### config.mk
export PLATFORM = sky130hd
export DESIGN_NAME = serial_rx_port
export DESIGN_NICKNAME = d
export VERILOG_FILES = /design/src/rtl/serial_rx_pkg.sv /design/src/rtl/sync_2ff.sv /design/src/rtl/serial_rx_port.sv
export SDC_FILE = /design/constraint.sdc
export NUM_CORES = 1
export LEC_CHECK = 0
export ABC_AREA = 0
export CORE_MARGIN = 5
export CORE_UTILIZATION = 40
export CTS_CLUSTER_DIAMETER = 80
export DETAILED_ROUTE_END_ITERATION = 8
export SETUP_SLACK_MARGIN = 0.5
export SYNTH_ARGS = -nofsm -noshare
export SYNTH_HDL_FRONTEND = slang
export SYNTH_SLANG_ARGS = --single-unit
### constraint.sdc
create_clock -name clock -period 2.95 [get_ports clock]
set_input_delay 0.885 -clock clock [delete_from_list [all_inputs] [get_ports clock]]
set_output_delay 0.885 -clock clock [all_outputs]
set_load 0.03 [all_outputs]
### src/rtl/serial_rx_pkg.sv
// Shared types and constants for the memory-mapped serial receiver.
// Parity support is selected with SERIAL_RX_PARITY_EN.
package serial_rx_pkg;

  typedef enum logic [2:0] {
    IDLE   = 3'd0,
    START  = 3'd1,
    DATA   = 3'd2,
    PARITY = 3'd3,
    STOP   = 3'd4,
    BREAK  = 3'd5
  } rx_state_t;

  localparam int ST_READY = 0;
  localparam int ST_OVR   = 1;
  localparam int ST_FERR  = 2;
  localparam int ST_PERR  = 3;

  localparam logic [7:0] DEF_DATA_ADDR   = 8'hFE;
  localparam logic [7:0] DEF_STATUS_ADDR = 8'hFD;

endpackage

### src/rtl/sync_2ff.sv
// Two-flop synchronizer for one asynchronous input.
// RESET_VAL picks the level both flops hold during reset.
module sync_2ff #(
  parameter logic RESET_VAL = 1'b0
) (
  input  logic clk,
  input  logic rst_n,
  input  logic d,
  output logic q
);

  logic meta;

  always_ff @(posedge clk or negedge rst_n) begin
    if (!rst_n) begin
      meta <= RESET_VAL;
      q    <= RESET_VAL;
    end else begin
      meta <= d;
      q    <= meta;
    end
  end

endmodule

### src/rtl/serial_rx_port.sv
// CPU-polled serial receiver: 8N1 deframer with data/status registers.
// Define SERIAL_RX_PARITY_EN to add an even-parity bit after the data.
module serial_rx_port
  import serial_rx_pkg::*;
#(
  parameter int         CLKS_PER_BIT = 16,
  parameter logic [7:0] DATA_ADDR    = DEF_DATA_ADDR,
  parameter logic [7:0] STATUS_ADDR  = DEF_STATUS_ADDR
) (
  input  logic       clock,
  input  logic       nclear,
  input  logic       serial_in,
  input  logic [7:0] addr,
  input  logic       rd,
  output logic [7:0] rd_data,
  output logic       ready
);

  localparam int CW = $clog2(CLKS_PER_BIT);
  localparam logic [CW-1:0] HALF = CW'(CLKS_PER_BIT / 2 - 1);
  localparam logic [CW-1:0] FULL = CW'(CLKS_PER_BIT - 1);

  rx_state_t     state;
  logic [CW-1:0] cnt;
  logic [2:0]    idx;
  logic [7:0]    shreg;
  logic [7:0]    data_q;
  logic          rdy;
  logic          ovr;
  logic          ferr;
  logic          perr;
  logic          rx_s;
  logic [7:0]    status;

  logic tick;
  logic load;
  logic ferr_set;
  logic rd_dat;
  logic rd_st;

  // Idle-high line: presetting the synchronizer avoids a false start.
  sync_2ff #(
    .RESET_VAL(1'b1)
  ) u_sync (
    .clk  (clock),
    .rst_n(nclear),
    .d    (serial_in),
    .q    (rx_s)
  );

  assign tick     = (cnt == '0);
  assign load     = (state == STOP) && tick && rx_s;
  assign ferr_set = (state == STOP) && tick && !rx_s;
  assign rd_dat   = rd && (addr == DATA_ADDR);
  assign rd_st    = rd && (addr == STATUS_ADDR);

  always_ff @(posedge clock or negedge nclear) begin
    if (!nclear) begin
      state <= IDLE;
      cnt   <= '0;
      idx   <= '0;
      shreg <= '0;
    end else begin
      unique case (state)
        IDLE: begin
          if (!rx_s) begin
            state <= START;
            cnt   <= HALF;
          end
        end
        START: begin
          if (!tick) begin
            cnt <= cnt - 1'b1;
          end else if (rx_s) begin
            state <= IDLE;
          end else begin
            state <= DATA;
            idx   <= '0;
            cnt   <= FULL;
          end
        end
        DATA: begin
          if (!tick) begin
            cnt <= cnt - 1'b1;
          end else begin
            shreg[idx] <= rx_s;
            idx        <= idx + 1'b1;
            cnt        <= FULL;
            if (idx == 3'd7) begin
`ifdef SERIAL_RX_PARITY_EN
              state <= PARITY;
`else
              state <= STOP;
`endif
            end
          end
        end
`ifdef SERIAL_RX_PARITY_EN
        PARITY: begin
          if (!tick) begin
            cnt <= cnt - 1'b1;
          end else begin
            cnt   <= FULL;
            state <= STOP;
          end
        end
`endif
        STOP: begin
          if (!tick) begin
            cnt <= cnt - 1'b1;
          end else begin
            state <= rx_s ? IDLE : BREAK;
          end
        end
        BREAK: begin
          if (rx_s) begin
            state <= IDLE;
          end
        end
        default: begin
          state <= IDLE;
        end
      endcase
    end
  end

  // A data read on the completing edge consumes the old byte, so
  // overrun only latches when READY survives the read.
  always_ff @(posedge clock or negedge nclear) begin
    if (!nclear) begin
      data_q <= 8'h00;
      rdy    <= 1'b0;
      ovr    <= 1'b0;
      ferr   <= 1'b0;
    end else begin
      if (load) begin
        data_q <= shreg;
        rdy    <= 1'b1;
        ovr    <= (ovr && !rd_dat) || (rdy && !rd_dat);
      end else if (rd_dat) begin
        rdy <= 1'b0;
        ovr <= 1'b0;
      end
      if (ferr_set) begin
        ferr <= 1'b1;
      end else if (rd_st) begin
        ferr <= 1'b0;
      end
    end
  end

`ifdef SERIAL_RX_PARITY_EN
  logic perr_set;

  assign perr_set = (state == PARITY) && tick && (rx_s != ^shreg);

  always_ff @(posedge clock or negedge nclear) begin
    if (!nclear) begin
      perr <= 1'b0;
    end else if (perr_set) begin
      perr <= 1'b1;
    end else if (rd_st) begin
      perr <= 1'b0;
    end
  end
`else
  assign perr = 1'b0;
`endif

  always_comb begin
    status           = 8'h00;
    status[ST_READY] = rdy;
    status[ST_OVR]   = ovr;
    status[ST_FERR]  = ferr;
    status[ST_PERR]  = perr;
  end

  always_comb begin
    rd_data = 8'h00;
    if (addr == DATA_ADDR) begin
      rd_data = data_q;
    end else if (addr == STATUS_ADDR) begin
      rd_data = status;
    end
  end

  assign ready = rdy;

endmodule
---- Word-level counts from Yosys, hierarchy flattened ----
Index checks and enable logic that the tools add are counted.
operators by class
  reductions and logical operators ........ 21
  equality and inequality tests ........... 16
  mux-type cells .......................... 29
  magnitude comparators ................... 2
  add/subtract/negate cells ............... 2
operator list
  cell                                                                          number
  3-bit 2-to-1 mux                                                              11
  4-bit 2-to-1 mux                                                              5
  8-bit == test, second input constant                                          2
  4-bit case mux with 4 select lines                                            1
  3-bit case mux with 5 select lines                                            1
  2-bit inequality test, second input constant                                  7
  3-bit == test, second input constant                                          3
  8-bit bitwise mux                                                             1
  1-bit logical AND                                                             8
  8-bit 2-to-1 mux                                                              1
  4-bit AND reduction                                                           2
  1-bit 2-to-1 mux                                                              6
  3-bit case mux with 2 select lines                                            1
  6-bit AND reduction                                                           1
  2-bit nonzero test                                                            3
  4-bit zero test                                                               1
  3-bit by 4-bit less-than comparator with 1-bit output, second input constant  1
  4-bit nonzero test                                                            1
  4-bit by 1-bit subtractor with 4-bit output, second input constant            1
  3-bit by 1-bit adder with 3-bit output, second input constant                 1
  1-bit demux with 3-bit select                                                 1
  3-bit by 1-bit == test with 1-bit output, second input constant               1
  3-bit by 2-bit == test with 1-bit output, second input constant               1
  3-bit by 1-bit >= comparator with 1-bit output, second input constant         1
  other kinds (7)                                                               8
storage, ports and cells
  output and inout port bits .............. 9
  register bits after elaboration ......... 31
  word-level logic and storage cells ...... 80

---- Depth between registers and ports, before layout ----
  word-level depth ........................ 6
  mapped depth ............................ 7
  mapped depth without buffers ............ 6

---- By module ----
A second synthesis with hierarchy kept.
second synthesis, totals
  cell total of the unflattened synthesis .. 147
  area total of the unflattened synthesis .. 1626.6 um2
by module, submodules not included
  module          sequential area each (um2)  cells each  times used  area each (um2)
  serial_rx_port  725.7                       145         1           1574.0
  sync_2ff        52.6                        2           1           52.6

---- Worst setup path after synthesis ----
No wires, ideal clock.
  path kind ............................... in2out
  from .................................... in addr[1]
  to ...................................... out rd_data[3]
  stages on the path ...................... 3
  required time ........................... 2.065 ns
  slack ................................... 0.385 ns
  data arrival time ....................... 1.680 ns
  cell sequence ........................... nor2b_1 and4_1 and2_1
on the way
  word-level cells in the longest chain between the ends .. 2
ends and longest elaborated chain
  what              line                   source
  start, declared   serial_rx_port.sv:13   input logic [7:0] addr,
  8-bit == test     serial_rx_port.sv:180  if (addr == DATA_ADDR) begin
  8-bit 2-to-1 mux  serial_rx_port.sv:180
  end, declared     serial_rx_port.sv:15   output logic [7:0] rd_data,
Every way passes these cells.

---- Final worst setup path ----
  from .................................... in addr[4]
  to ...................................... out rd_data[3]
The elaborated chain is that of the path after synthesis.

==> impl_metrics.tcl <==
set metrics [dict create \
    antenna_cells 0 \
    max_cap_violations 0 \
    drtIter0Drc 50 \
    reg2reg_setup_slack_ps 660 \
    fillers 351 \
    ys_types 43 \
    yosysMostFrequentCell "dfrtp_1" \
    p_sw_share_pct 29.0 \
    start_util_pct 42.3 \
    clock_path_buffers 2 \
    cp.arrival_ps 1690 \
    power.share.clock_pct 35.5 \
    required_ps 2070 \
    synthTopCellsByCount "dfrtp_1 (29), mux2_2 (15), nor2_1 (10)" \
    syn_to_final_growth_pct 26.7 \
    firstDrtPassIters 4 \
    synth_top_area_share_pct 45.8 \
    rr_endpoint "data_q[7]$_DFFE_PN0P_" \
    antenna_found_initial 0 \
    grt_max_degree 32 \
    synth-edff-count 0 \
    root_buffer "clkbuf_8" \
    path_max_fanout 6 \
    tightest_slew_ps 693 \
    multi_input_area_um2 801 \
    start_kind "input port" \
    final_area_um2 2010 \
    path_clk_slew_ps 60 \
    startpoint "addr[4]" \
    ys_seq_elements 31 \
    vdd_drop_max_uv 297 \
    finClkSkew_ps 3.13 \
    status "completed" \
    route.met3.wl_um 209 \
    maxSlewHeadroom_pct 53.5 \
    critPathKind "in -> out" \
    wirelength_mm 3.29 \
    io_buffers 20 \
    fp.dieArea_um2 5320 \
    async_reset_ff_share_pct 100 \
    worstSetupEndpointType "output pin" \
    hold_viol 0 \
    vias_per_cell 5.54 \
    first_global_vias 1175 \
    wl_per_cell_um 15.1 \
    synth_area_um2 1590 \
    fin_nets 184 \
    cts_tree "done" \
    grt_overflow 0 \
    synth_seq_area_share_pct 49.1 \
    wl_met1_mm 1.48 \
    grt_pass1_wl_mm 5.51 \
    top_layer_used "met4" \
    seqPwrFrac_pct 42.7 \
    wl_met2_mm 1.56 \
    p_comb_share_pct 21.8 \
    critPathCapture "rd_data[3]" \
    synthCells 146 \
    cts_htree_levels 2 \
    hp-class "reg -> reg" \
    routed-via-count 1207 \
    fin_ws_ps 379 \
    clkSinkCount 31 \
    yosys-top-cells-area "dfrtp_1 (46%), mux2_2 (11%), dfstp_2 (3.3%)" \
    drc_errors 0 \
    synth_top_area_cell "dfrtp_1" \
    ys.flop_type "dfrtp_1" \
    pwr_density_cell_nw_per_um2 608 \
    antenna_left 0 \
    p_int_w 0.000868 \
    die_h_um 73.0 \
    r2r_cells 5 \
    die_x_um 73.0 \
    avgSynthCellArea_um2 10.9 \
    syn_nets 161 \
    clk_latency_ps 280 \
    place_hpwl_mm 2.35 \
    rows 22 \
    rr_startpoint "cnt[0]$_DFFE_PN0P_" \
    finalCritPeriodShare_pct 87.1 \
    finalMaxSlewViolations 0 \
    p_leak_nw 0.934 \
    grt.total_usage_pct 13.2 \
    yosys_warnings 0 \
    post-route-min-period_ps 2570 \
    core_um2 3740 \
    placed_cell_area_um2 1830 \
    p_switching_w 0.000354 \
    timing.fmax_mhz 389 \
    drive_gt1_share_pct 35.9 \
    routabilityCongestion 0.813 \
    rsz0062_at_grt "yes" \
    setup_viol 0 \
    final_util_pct 53.6 \
    io-pin-count 21 \
    pre_cts_ws_ps -126 \
    cts_buffers 5 \
    regArea_um2 778 \
    hold_buffers 0 \
]
-- power by group through the flow --
stage / Sequential, W / Combinational, W / Clock, W
global placement: 0.000525 / 0.000248 / 0
CTS: 0.000521 / 0.000266 / 0.000442
detailed placement: 0.000528 / 0.000263 / 0
finish: 0.000521 / 0.000267 / 0.000434
global route: 0.000529 / 0.000292 / 0.000464
floorplan: 0.000506 / 0.000207 / 0
-- kinds of logic after synthesis --
kind of cell    Yosys count  share of synthesized area, %
buf+inv                  14                          3.39
flops                    31                          49.1
mux                      18                          12.5
compound gates           26                          11.1
simple gates             51                          19.9
fa+ha+maj                 3                          2.37
xor+xnor                  3                          1.66
-- metrics by stage --
step | power [W] | TNS, ps | hold slack, ps | std cells
6_report | 0.00122 | 0 | 356 | 218
5_1_grt | 0.00128 | 0 | 362 | 218
4_1_cts | 0.00123 | 0 | 356 | 217
3_5_place_dp | 0.000791 | -617 | 347 | 209
3_3_place_gp | 0.000773 | -475 | 347 | 209
2_1_floorplan | 0.000713 | 0 | 345 | 146
-- worst min path at each step --
stage,cells after the start,from,end,slack [ps]
3_5_place_dp,0,u_sync.meta$_DFF_PN1_,u_sync.q$_DFF_PN1_,350
6_report,0,u_sync.meta$_DFF_PN1_,u_sync.q$_DFF_PN1_,360
2_1_floorplan,0,u_sync.meta$_DFF_PN1_,u_sync.q$_DFF_PN1_,350
4_1_cts,0,u_sync.meta$_DFF_PN1_,u_sync.q$_DFF_PN1_,360
3_3_place_gp,0,u_sync.meta$_DFF_PN1_,u_sync.q$_DFF_PN1_,350
5_1_grt,0,u_sync.meta$_DFF_PN1_,u_sync.q$_DFF_PN1_,360
-- state kept, by name (all words and copies together) (netlist names) --
signal / count
idx: 3
u_sync.q: 1
state: 3
u_sync.meta: 1
shreg: 8
cnt: 4
ready: 1
data_q: 8
ferr: 1
ovr: 1
-- final cells by class --
type / count / share of cell area, %
Clock buffer: 6 / 4.11
Clock inverter: 2 / 1.74
Inverter: 5 / 0.935
Multi-Input combinational cell: 101 / 39.9
Sequential cell: 31 / 38.8
Tap cell: 48 / 2.99
Timing Repair Buffer: 25 / 11.6
-- timing repair --
action / 4_1_cts / 5_1_grt
setup endpoints to repair: 8 / 15
pin swaps: 11 / 1
setup buffers: 0 / 1
resized for setup: 44 / 2
-- cells in the final DEF (no fill, tap or decap), types with 6 or more instances in the layout --
| master | instances |
|---|---|
| buf_6 | 10 |
| nor2_1 | 10 |
| buf_4 | 7 |
| nand3_1 | 6 |
| clkbuf_8 | 6 |
| mux2_2 | 15 |
| dfrtp_1 | 29 |
-- routing by layer --
metal | GRT usage (%) | vias up
li1 | - | 582
met1 | 16.5 | 590
met2 | 21.3 | 30
met3 | 4.68 | 5
met4 | 4.10 | 0
met5 | 0 | -
-- critical path, stage by stage --
cell and delay, ps:
buf_6 60, and4_4 220, and4_4 250, and2_4 150
buf_6 120
No activity file was read; power rests on OpenSTA's default activity.
==> edit 1: new RTL, same settings <==
The parameter `RESET_VAL` goes from 1'b1 to 1'b0.
--- a/src/rtl/serial_rx_port.sv
+++ b/src/rtl/serial_rx_port.sv
@@ -41,5 +41,5 @@
   // Idle-high line: presetting the synchronizer avoids a false start.
   sync_2ff #(
-    .RESET_VAL(1'b1)
+    .RESET_VAL(1'b0)
   ) u_sync (
     .clk  (clock),
Function: no difference found for any inputs over 10 cycles, from zero or initial values; that may be too few to reach the edited logic, so the function may still have changed.
==> edit 1 against the unedited design <==
Non-clock buffer count down 1. Setup slack worse by 2.2 ps. Power down 0.10%. Sequential cell count unchanged. Synthesized cell count unchanged. Critical endpoint is now rd_data[5]. First-iteration DRC count down 26%. Synthesized area down 0.16%. Routed wire length up 1.6%. Highest routed layer unchanged. Utilization down 0.23 points. Cell area down 0.44%. Largest cell class unchanged.
==> edit 1: results (changes against the unedited design) <==
| Metric | Value |
|---|---|
| Outcome | finished clean |
| Avg Inst Size Synth | 10.8 um2 (-0.16%) |
| Worst r2r dst | data_q[4] |
| Pre-CTS WS | -135 ps (-9.62 ps) |
| Met2 wire len | 1.60 mm (+2.4%) |
| Clk_skew | 4.05 ps (+0.926 ps) |
| Top cells by area, synth | dfrtp_1, mux2_2, ha_1 |
| Hold Startpoint | u_sync.meta |
| CP endpoint | rd_data[5] |
| Final worst-path cycle share | 0.872 (about the same) |
| Fillers | 361 (+2.8%) |
| Gr usage total | 0.142 (+0.00993) |
| Seq/Total Area, Yosys | 0.490 (-0.000805) |
| Signal buffers share of area | 0.116 (-0.000118) |
| FF+latch area | 776 um2 (-0.32%) |
| Layout clock area frac | 0.0588 (+0.000257) |
| Metal-1 WL | 1.52 mm (+2.5%) |
| Routed via count | 1184 (-1.9%) |
| Relative slew slack | 0.554 (+0.0191) |
| Worst hold endpoint | u_sync.q |
| DP HPWL | 2.36 mm (+0.21%) |
| Flop2flop setup slack | 680 ps (+20 ps) |
| GPL Wtd Cong | 0.815 (+0.30%) |
| First-pass GRT wire length | 5.77 mm (+4.8%) |
| Finished Core Util | 0.534 (-0.00234) |
| Crit Path Max Fanout | 7 (+1) |
| Peak VDD IR | 0.360 mV (+21%) |
| Yosys cell types | 42 (-2.3%) |
edit 1: changes by cell type in the layout (fill, tap and decap cells not counted), sizes merged:
cell	before	now
buf	19	18
dfrtp	29	31
dfstp	2	0
edit 1: layer usage:
metal,global-route usage,vias to the layer above
met1,0.176,586
met4,0.0553,0
met5,0,-
li1,-,571
met2,0.233,21
met3,0.0399,6
edit 1: cells by family after synthesis:
logic type	Yosys count	share of synthesized area
flip-flops	31	0.490
buffers and inverters	14	0.0340
adder cells (fa/ha/maj)	3	0.0237
multiplexers	18	0.126
XOR/XNOR	3	0.0166
AO/OA/AOI/OAI	26	0.111
AND/OR/NAND/NOR	51	0.199
edit 1: power by group through the flow:
stage                     clock [mW]  combinational [mW]  sequential [mW]
after global routing           0.469               0.298            0.527
after floorplan                    0               0.207            0.505
after CTS                      0.447               0.268            0.521
after detailed placement           0               0.265            0.528
after global placement             0               0.248            0.524
final                          0.433               0.266            0.521
==> edit 2: new RTL, same flow settings <==
Made on the original files. The 6 states of `rx_state_t` get a one-hot encoding in 6 bits.
--- a/src/rtl/serial_rx_pkg.sv
+++ b/src/rtl/serial_rx_pkg.sv
@@ -3,11 +3,11 @@
 package serial_rx_pkg;
 
-  typedef enum logic [2:0] {
-    IDLE   = 3'd0,
-    START  = 3'd1,
-    DATA   = 3'd2,
-    PARITY = 3'd3,
-    STOP   = 3'd4,
-    BREAK  = 3'd5
+  typedef enum logic [5:0] {
+    IDLE   = 6'b000001,
+    START  = 6'b000010,
+    DATA   = 6'b000100,
+    PARITY = 6'b001000,
+    STOP   = 6'b010000,
+    BREAK  = 6'b100000
   } rx_state_t;
 
Function: no difference found for any inputs over 10 cycles, from zero or initial values; not proved beyond that.
==> edit 2 against the unedited design <==
Global-route usage is 1.6 points higher. Utilization is 0.52 points lower. Cell area is 8.1% higher. Sequential cell count is 2 higher. Routed wire length is 14% higher. Count of clock-buffer cells in the layout stayed put. Critical endpoint is now rd_data[5]. Synthesized area is 8.9% higher. Setup slack worse by 220 ps. Power is 10% higher. Die area is 7.7% higher. Highest routed layer unchanged.
==> edit 2: results (changes against the unedited design) <==
| Metric | Value |
|---|---|
| Outcome | finished clean |
| Worst slew pin tran | 565 ps (-127 ps) |
| Fillers | 369 (+5.1%) |
| Worst r2r dst | data_q[1] |
| Crit path max-delay cell type | nor4b_4 |
| Peak VDD IR | 0.393 mV (+32%) |
| Top cells by area, synth | dfrtp_1, mux2_2, mux2_1 |
| GPL Wtd Cong | 0.866 (+6.6%) |
| Critical path origin | addr[3] |
| TritonRoute pass-1 iters | 4 (unchanged) |
| First-pass GRT wire length | 6.37 mm (+16%) |
| Pre-CTS WS | -222 ps (-96.0 ps) |
| Crit Path Max Fanout | 4 (-2) |
| WL final | 3.76 mm (+14%) |
| CP endpoint | rd_data[5] |
| Finished Core Util | 0.531 (-0.00520) |
| # Post-CTS Setup Buffers | 1 (+1) |
| Drt initial violations | 121 (+140%) |
| Largest net degree at the start of global routing | 34 (+6.3%) |
| Sw Share | 0.325 (+0.0350) |
| Via-to-Cell Ratio | 5.56 (+0.33%) |
| Fmax | 358 MHz (-7.9%) |
| Syn nets | 173 (+7.5%) |
| Post-CTS sizing | 40 (-9.1%) |
| Hold_ws | 359 ps (+3.27 ps) |
| DR WL/cell | 15.9 um (+5.6%) |
| R2R depth | 6 (+1) |
| DP HPWL | 2.57 mm (+9.3%) |
| Top post-synthesis cells by count | dfrtp_1, nor2_1, mux2_2 |
| CP Data Arrival Time | 1910 ps (+220 ps) |
| Flop2flop setup slack | 720 ps (+60 ps) |
| Clk_skew | 4.17 ps (+1.04 ps) |
| Yosys cell types | 46 (+7.0%) |
| Avg Inst Size Synth | 10.9 um2 (+0.65%) |
| Layout cell share with drive strength beyond 1 | 0.344 (-0.0147) |
| Placed cell count | 225 (+7.7%) |
| Biggest regs | data_q x8, shreg x8, state x5 |
| Vias in the first global route | 1368 (+16%) |
| Gr usage total | 0.148 (+0.0156) |
| Cell Area, Placed | 1970 um2 (+8.0%) |
| Seq/Total Area, Yosys | 0.480 (-0.0105) |
| Antenna violations before repair | 0 (unchanged) |
edit 2: cell types whose count changed in the layout (fill, tap and decap cells not counted), sizes merged, moves of 4 or more:
cell   before  now
mux2       15   19
nand2       5   10
nor2       10   15
a22o        0    7
edit 2: layout make-up:
| cell class | count | share of cell area |
|---|---|---|
| repair buffers | 27 | 0.118 |
| flip-flops and latches | 33 | 0.382 |
| inverters | 6 | 0.0104 |
| well taps | 50 | 0.0288 |
| clock buffers | 6 | 0.0380 |
| multi-input cells | 112 | 0.406 |
| clock inverters | 2 | 0.0173 |
edit 2: cells by family after synthesis:
group | after synthesis | share of synthesized area
multiplexers | 19 | 0.124
XOR/XNOR | 2 | 0.0101
adder cells (fa/ha/maj) | 3 | 0.0217
AND/OR/NAND/NOR | 60 | 0.201
AO/OA/AOI/OAI | 28 | 0.120
buffers and inverters | 13 | 0.0420
flip-flops | 33 | 0.480
edit 2: worst register-to-register path: cells and delay by family, from the launching register on:
| family | cells | cell delay (ps) |
|---|---|---|
| multiplexers | 1 | 370 |
| adder cells (fa/ha/maj) | 1 | 190 |
| buffers and inverters | 1 | 60 |
| AND/OR/NAND/NOR | 3 | 1090 |
| flip-flops | 1 | 400 |
edit 2: layer usage:
layer / vias up / part of all wire / track usage
li1: 634 / - / -
met1: 642 / 0.47 / 0.199
met2: 30 / 0.46 / 0.226
met3: 5 / 0.054 / 0.0528
met4: 0 / 0.0096 / 0.0408
met5: - / 0 / 0
edit 2: power by group through the flow:
stage / Clock [mW] / Sequential [mW] / Combinational [mW]
global route: 0.484 / 0.581 / 0.367
global placement: 0 / 0.576 / 0.316
detailed placement: 0 / 0.577 / 0.324
CTS: 0.458 / 0.570 / 0.326
floorplan: 0 / 0.538 / 0.289
finish: 0.450 / 0.573 / 0.326
